[config.mk]
export PLATFORM = sky130hd
export DESIGN_NAME = mem_access_ctrl
export DESIGN_NICKNAME = d
export VERILOG_FILES = /design/src/rtl/mem_pkg.sv /design/src/rtl/mem_wdata_align.sv /design/src/rtl/mem_access_ctrl.sv
export SDC_FILE = /design/constraint.sdc
export NUM_CORES = 1
export LEC_CHECK = 0
export CAP_MARGIN = 20
export CELL_PAD_IN_SITES_DETAIL_PLACEMENT = 1
export CELL_PAD_IN_SITES_GLOBAL_PLACEMENT = 2
export CORE_AREA = 2 2 143 145
export CTS_CLUSTER_SIZE = 16
export DETAILED_ROUTE_END_ITERATION = 7
export DIE_AREA = 0 0 145 147
export PLACE_DENSITY = 0.83
export REMOVE_ABC_BUFFERS = 1
export SLEW_MARGIN = 20
export SYNTH_ARGS = -nofsm -noshare
export SYNTH_HDL_FRONTEND = slang
export SYNTH_SLANG_ARGS = --single-unit
[constraint.sdc]
create_clock -name clk -period 2.03 [get_ports clk]
set_input_delay 0.3045 -clock clk [delete_from_list [all_inputs] [get_ports clk]]
set_output_delay 0.3045 -clock clk [all_outputs]
set_load 0.005 [all_outputs]
[src/rtl/mem_pkg.sv]
// Shared encodings for the load/store request stage: access sizes, FSM states
// and the alignment rule that decides whether a request ever reaches the bus.
package mem_pkg;

  localparam logic [1:0] SZ_BYTE = 2'b00;
  localparam logic [1:0] SZ_HALF = 2'b01;
  localparam logic [1:0] SZ_WORD = 2'b10;
  localparam logic [1:0] SZ_RSVD = 2'b11;

  typedef enum logic [1:0] {
    IDLE = 2'b00,
    CMD  = 2'b01,
    WAIT = 2'b10,
    RSP  = 2'b11
  } state_e;

  // Reserved size is reported through the same error path as misalignment.
  function automatic logic is_misaligned(input logic [1:0] size, input logic [1:0] off);
    logic bad;
    case (size)
      SZ_BYTE: bad = 1'b0;
      SZ_HALF: bad = off[0];
      SZ_WORD: bad = (off != 2'b00);
      default: bad = 1'b1;
    endcase
    return bad;
  endfunction

endpackage

[src/rtl/mem_wdata_align.sv]
// Lane alignment for stores: byte strobes from size/offset and store data
// replicated across lanes so the selected lanes always carry the right bytes.
module mem_wdata_align
  import mem_pkg::*;
(
  input  logic [1:0]  size_i,
  input  logic [1:0]  off_i,
  input  logic [31:0] wdata_i,
  output logic [3:0]  wstrb_o,
  output logic [31:0] wdata_o
);

  // Strobe and replicated data per access size.
  always_comb begin
    wstrb_o = 4'b0000;
    wdata_o = wdata_i;
    case (size_i)
      SZ_BYTE: begin
        wstrb_o = 4'b0001 << off_i;
        wdata_o = {4{wdata_i[7:0]}};
      end
      SZ_HALF: begin
        wstrb_o = 4'b0011 << off_i;
        wdata_o = {2{wdata_i[15:0]}};
      end
      SZ_WORD: begin
        wstrb_o = 4'b1111;
        wdata_o = wdata_i;
      end
      default: begin
        wstrb_o = 4'b0000;
        wdata_o = wdata_i;
      end
    endcase
  end

endmodule

[src/rtl/mem_access_ctrl.sv]
// Single-outstanding load/store request stage: latches one request, issues it on
// the word bus, and returns the raw completion word with the latched size/offset.
module mem_access_ctrl
  import mem_pkg::*;
#(
  parameter int ADDR_WIDTH = 32
) (
  input  logic                  clk,
  input  logic                  rst,
  input  logic                  req_valid,
  output logic                  req_ready,
  input  logic                  req_we,
  input  logic [ADDR_WIDTH-1:0] req_addr,
  input  logic [1:0]            req_size,
  input  logic [31:0]           req_wdata,
  output logic                  bus_valid,
  input  logic                  bus_ready,
  output logic                  bus_we,
  output logic [ADDR_WIDTH-1:0] bus_addr,
  output logic [3:0]            bus_wstrb,
  output logic [31:0]           bus_wdata,
  input  logic                  bus_rvalid,
  input  logic [31:0]           bus_rdata,
  output logic                  rsp_valid,
  input  logic                  rsp_ready,
  output logic [31:0]           rsp_data,
  output logic [1:0]            rsp_size,
  output logic [1:0]            rsp_offset,
  output logic                  rsp_err
);

  state_e                  state_q, state_d;
  logic                    we_q, we_d;
  logic [ADDR_WIDTH-1:0]   addr_q, addr_d;
  logic [1:0]              size_q, size_d;
  logic [31:0]             wdata_q, wdata_d;
  logic [31:0]             rdata_q, rdata_d;
  logic                    err_q, err_d;
  logic [3:0]              strb_s;
  logic [31:0]             algn_wdata_s;

  mem_wdata_align u_align (
    .size_i  (size_q),
    .off_i   (addr_q[1:0]),
    .wdata_i (wdata_q),
    .wstrb_o (strb_s),
    .wdata_o (algn_wdata_s)
  );

  // Next-state and request/response latches.
  always_comb begin
    state_d = state_q;
    we_d    = we_q;
    addr_d  = addr_q;
    size_d  = size_q;
    wdata_d = wdata_q;
    rdata_d = rdata_q;
    err_d   = err_q;
    case (state_q)
      IDLE: begin
        if (req_valid) begin
          we_d    = req_we;
          addr_d  = req_addr;
          size_d  = req_size;
          wdata_d = req_wdata;
          rdata_d = 32'h0000_0000;
          err_d   = is_misaligned(req_size, req_addr[1:0]);
          state_d = is_misaligned(req_size, req_addr[1:0]) ? RSP : CMD;
        end else begin
          state_d = IDLE;
        end
      end
      CMD: begin
        // A completion coincident with the bus handshake skips WAIT.
        if (bus_ready && bus_rvalid) begin
          rdata_d = we_q ? 32'h0000_0000 : bus_rdata;
          state_d = RSP;
        end else if (bus_ready) begin
          state_d = WAIT;
        end else begin
          state_d = CMD;
        end
      end
      WAIT: begin
        if (bus_rvalid) begin
          rdata_d = we_q ? 32'h0000_0000 : bus_rdata;
          state_d = RSP;
        end else begin
          state_d = WAIT;
        end
      end
      RSP: begin
        if (rsp_ready) begin
          state_d = IDLE;
        end else begin
          state_d = RSP;
        end
      end
      default: state_d = IDLE;
    endcase
  end

  // State and latch registers.
  always_ff @(posedge clk or negedge rst) begin
    if (!rst) begin
      state_q <= IDLE;
      we_q    <= 1'b0;
      addr_q  <= '0;
      size_q  <= 2'b00;
      wdata_q <= 32'h0000_0000;
      rdata_q <= 32'h0000_0000;
      err_q   <= 1'b0;
    end else begin
      state_q <= state_d;
      we_q    <= we_d;
      addr_q  <= addr_d;
      size_q  <= size_d;
      wdata_q <= wdata_d;
      rdata_q <= rdata_d;
      err_q   <= err_d;
    end
  end

  assign req_ready  = (state_q == IDLE);
  assign bus_valid  = (state_q == CMD);
  assign bus_we     = we_q;
  assign bus_addr   = {addr_q[ADDR_WIDTH-1:2], 2'b00};
  assign bus_wstrb  = we_q ? strb_s : 4'b0000;
  assign bus_wdata  = algn_wdata_s;
  assign rsp_valid  = (state_q == RSP);
  assign rsp_data   = rdata_q;
  assign rsp_size   = size_q;
  assign rsp_offset = addr_q[1:0];
  assign rsp_err    = err_q;

endmodule

==> impl_metrics.toml <==
[drt]
drtIter0Drc = 83
viasPerCell = 4.34
wirelength_mm = 13.9
route.detailed.drc = 0
vias = 3622
ant_nets = 0
first_pass_iters = 4
detail_route.wl_per_cell_um = 16.7

[floorplanning]
row_count = 52
dieHeight_um = 147
fp.dieArea_sq_um = 21300
boundaryPins = 214
placeableCoreArea_sq_um = 19800
start_util_pct = 23.5
die_w_um = 145

[global_routing]
grt_max_degree = 52
overflow = 0
gr-usage-met3_pct = 5.28
globalRouteMet2Util_pct = 21.6
grt_use_met1_pct = 16.1
busiest_layer = "met2"
grt_pass1_wl_mm = 22.5
antenna_found_initial = 0
grt_util_all_layers_pct = 13.3
grt_pass1_vias = 4044

[synth]
yosysSeqAreaShare_pct = 54.7
avgSynthCellArea_sq_um = 13.3
synth_edf_count = 0
synth_area_leaders = "dfrtp_1 55%, mux2_2 18%, o2bb2ai_1 6.0%, nand3_1 3.4%, mux2_4 2.6%"
synthSimpleGateAreaFrac_pct = 6.44
ys_ff_latch = 102
ys_async_sr_fraction_pct = 100
synth_compound_area_share_pct = 8.96
synthFlopType = "dfrtp_1"
synth_area_leader_cell = "dfrtp_1"
yosysWarnings = 0
synth_common_cells = "102 x dfrtp_1, 75 x mux2_2, 32 x nand3_1, 32 x o2bb2ai_1"
yosysMostFrequentCell = "dfrtp_1"
synth_top_family_by_area = "multiplexers"
synth-xor-area-share_pct = 0
synth_area_sq_um = 4670
synth_cell_types = 32
synth_top_area_share_pct = 54.7
synthMuxAreaShare_pct = 22.4
postSynthCellCount = 352
synth_fa_ha_area_share_pct = 1.61

[job]
cap_violations = 0

[placed_design]
port-buffer-count = 211
dp_hpwl_mm = 10.4
placed_cells = 815
place_congestion = 0.761

[sta]
period_share_pct = 97.7
fin_crit_ns = 1.98
grt_setup_unrepaired = "yes"
finalMaxSlewViolations = 0
fmax_mhz = 504
finalHoldViolations = 0
setup_violations = 0
fin_skew_ns = 0.00725
holdWs_ns = 0.427

[setup_path]
critical_path_arrival_ns = 1.68
crit_fanout = 4
cp-start-kind = "register"
path_class = "reg2out"
cp-end-kind = "output pin"
cp.required_ns = 1.73

[pwr]
cellPowerDensity_nw_per_um2 = 1460
peakVddDrop_uv = 614
cellLeakagePower_nw = 3.07

[clock_tree]
cts_tree = "done"
root_buffer = "clkbuf_16"
htree_levels = 3
cts_buffers = 9
clk_latency_ns = 0.34
clockBufferDepth = 2
clock_sinks = 102
clk_pin_slew_ns = 0.08

[final_layout]
fin_cells = 835
area_growth_pct = 57.9
fin_nets = 672
drive_gt1_share_pct = 23.9
n_fill_cell = 2154
antenna_cells = 0

[run_status]
status = "finished clean"

[hold_path]
hold_class = "in2async"
==> timing repair <==
item / 4_1_cts / 5_1_grt
gates resized for setup: 43 / 6
buffers inserted: 2 / 2
pin swaps: 1 / 1
hold buffers: 1 / 0
hold endpoints to repair: 24 / 0
setup endpoints to repair: 29 / 6
==> through the flow <==
| step | setup slack, ns | setup TNS [ns] | power (mW) | utilization [%] | area [sq um] |
|---|---|---|---|---|---|
| after floorplan | -0.788 | -58.14 | 5.95 | - | 4410 |
| after global placement | 0.244 | 0 | 9.17 | 35.5 | 7050 |
| after detailed placement | 0.225 | 0 | 9.38 | 35.5 | 7050 |
| after CTS | -0.00705 | -0.00970 | 11.0 | 37.1 | 7360 |
| after global routing | -0.0416 | -0.0755 | 11.6 | 37.1 | 7370 |
| final | 0.0460 | 0 | 10.8 | 37.1 | 7370 |
==> cell type report <==
class,instances,area [sq um],share of cell area [%]
sequential,102,2550,34.7
tap,270,338,4.59
clock inverter,6,53.8,0.730
inverter,4,15.0,0.204
timing repair buffer,233,2310,31.3
multi-input combinational,211,1870,25.4
clock buffer,9,225,3.06
==> critical path, cell delays in order (launching register included) <==
cell and delay (ns):
dfrtp_1 0.42, inv_1 0.13, ha_2 0.24, clkdlybuf4s50_1 0.54
==> cell families (layout without fill, tap and decap cells) <==
family,count (synthesis),in the layout
AOI/OAI and AO/OA,55,55
adders and majority gates,6,6
buffers and inverters,40,252
DFF,102,102
muxes,91,91
other,1,2
and+or+nand+nor,57,57
==> power breakdown <==
part / internal, mW / leakage, nW / switching (mW)
registers: 2.90 / 1.26 / 0.638
logic: 3.33 / 1.68 / 2.25
clock network: 0.848 / 0.134 / 0.808
==> registers in the layout, summed over array words and instances, names as in the netlist <==
signal    cells
rsp_size      2
addr_q       32
wdata_q      32
rsp_data     32
state_q       2
bus_we        1
rsp_err       1
==> path summary, 6_finish.rpt <==
path / from / to / slack (ns) / cells after the start
max: state_q[0] / req_ready / 0.05 / 3
min in group clk: rsp_data[5] / rsp_data[5] / 0.49 / 1
max in group asynchronous: rst / rsp_data[17] / 0.91 / 3
min: rst / wdata_q[27] / 0.43 / 2
max reg2reg: state_q[1] / rsp_data[29] / 0.28 / 6
min reg2reg: rsp_data[5] / rsp_data[5] / 0.49 / 1
==> metal layers <==
metal | wire length (um) | share of wire (%)
met5 | 0 | 0
met4 | 199 | 1.4
met3 | 1310 | 9.4
met2 | 6440 | 46
met1 | 5970 | 43
==> cell usage in the layout (no fill, tap or decap), types with 2 or more instances in the layout <==
master           count
o21ai_0             10
dfrtp_1            100
mux2_2              75
buf_12               5
clkdlybuf4s50_1    182
inv_6                2
dfrtp_2              2
a21o_1               2
mux2_4               8
buf_4               13
nand3_1             32
ha_1                 5
o2bb2ai_1           32
buf_6                4
mux2i_1              7
clkbuf_16            9
clkbuf_2             3
a21oi_1              3
dlygate4sd2_1       25
nand2b_1             4
clkinv_4             2
conb_1               2
inv_1                3
nand2_1             12
Power figures use the tool's default switching activity.
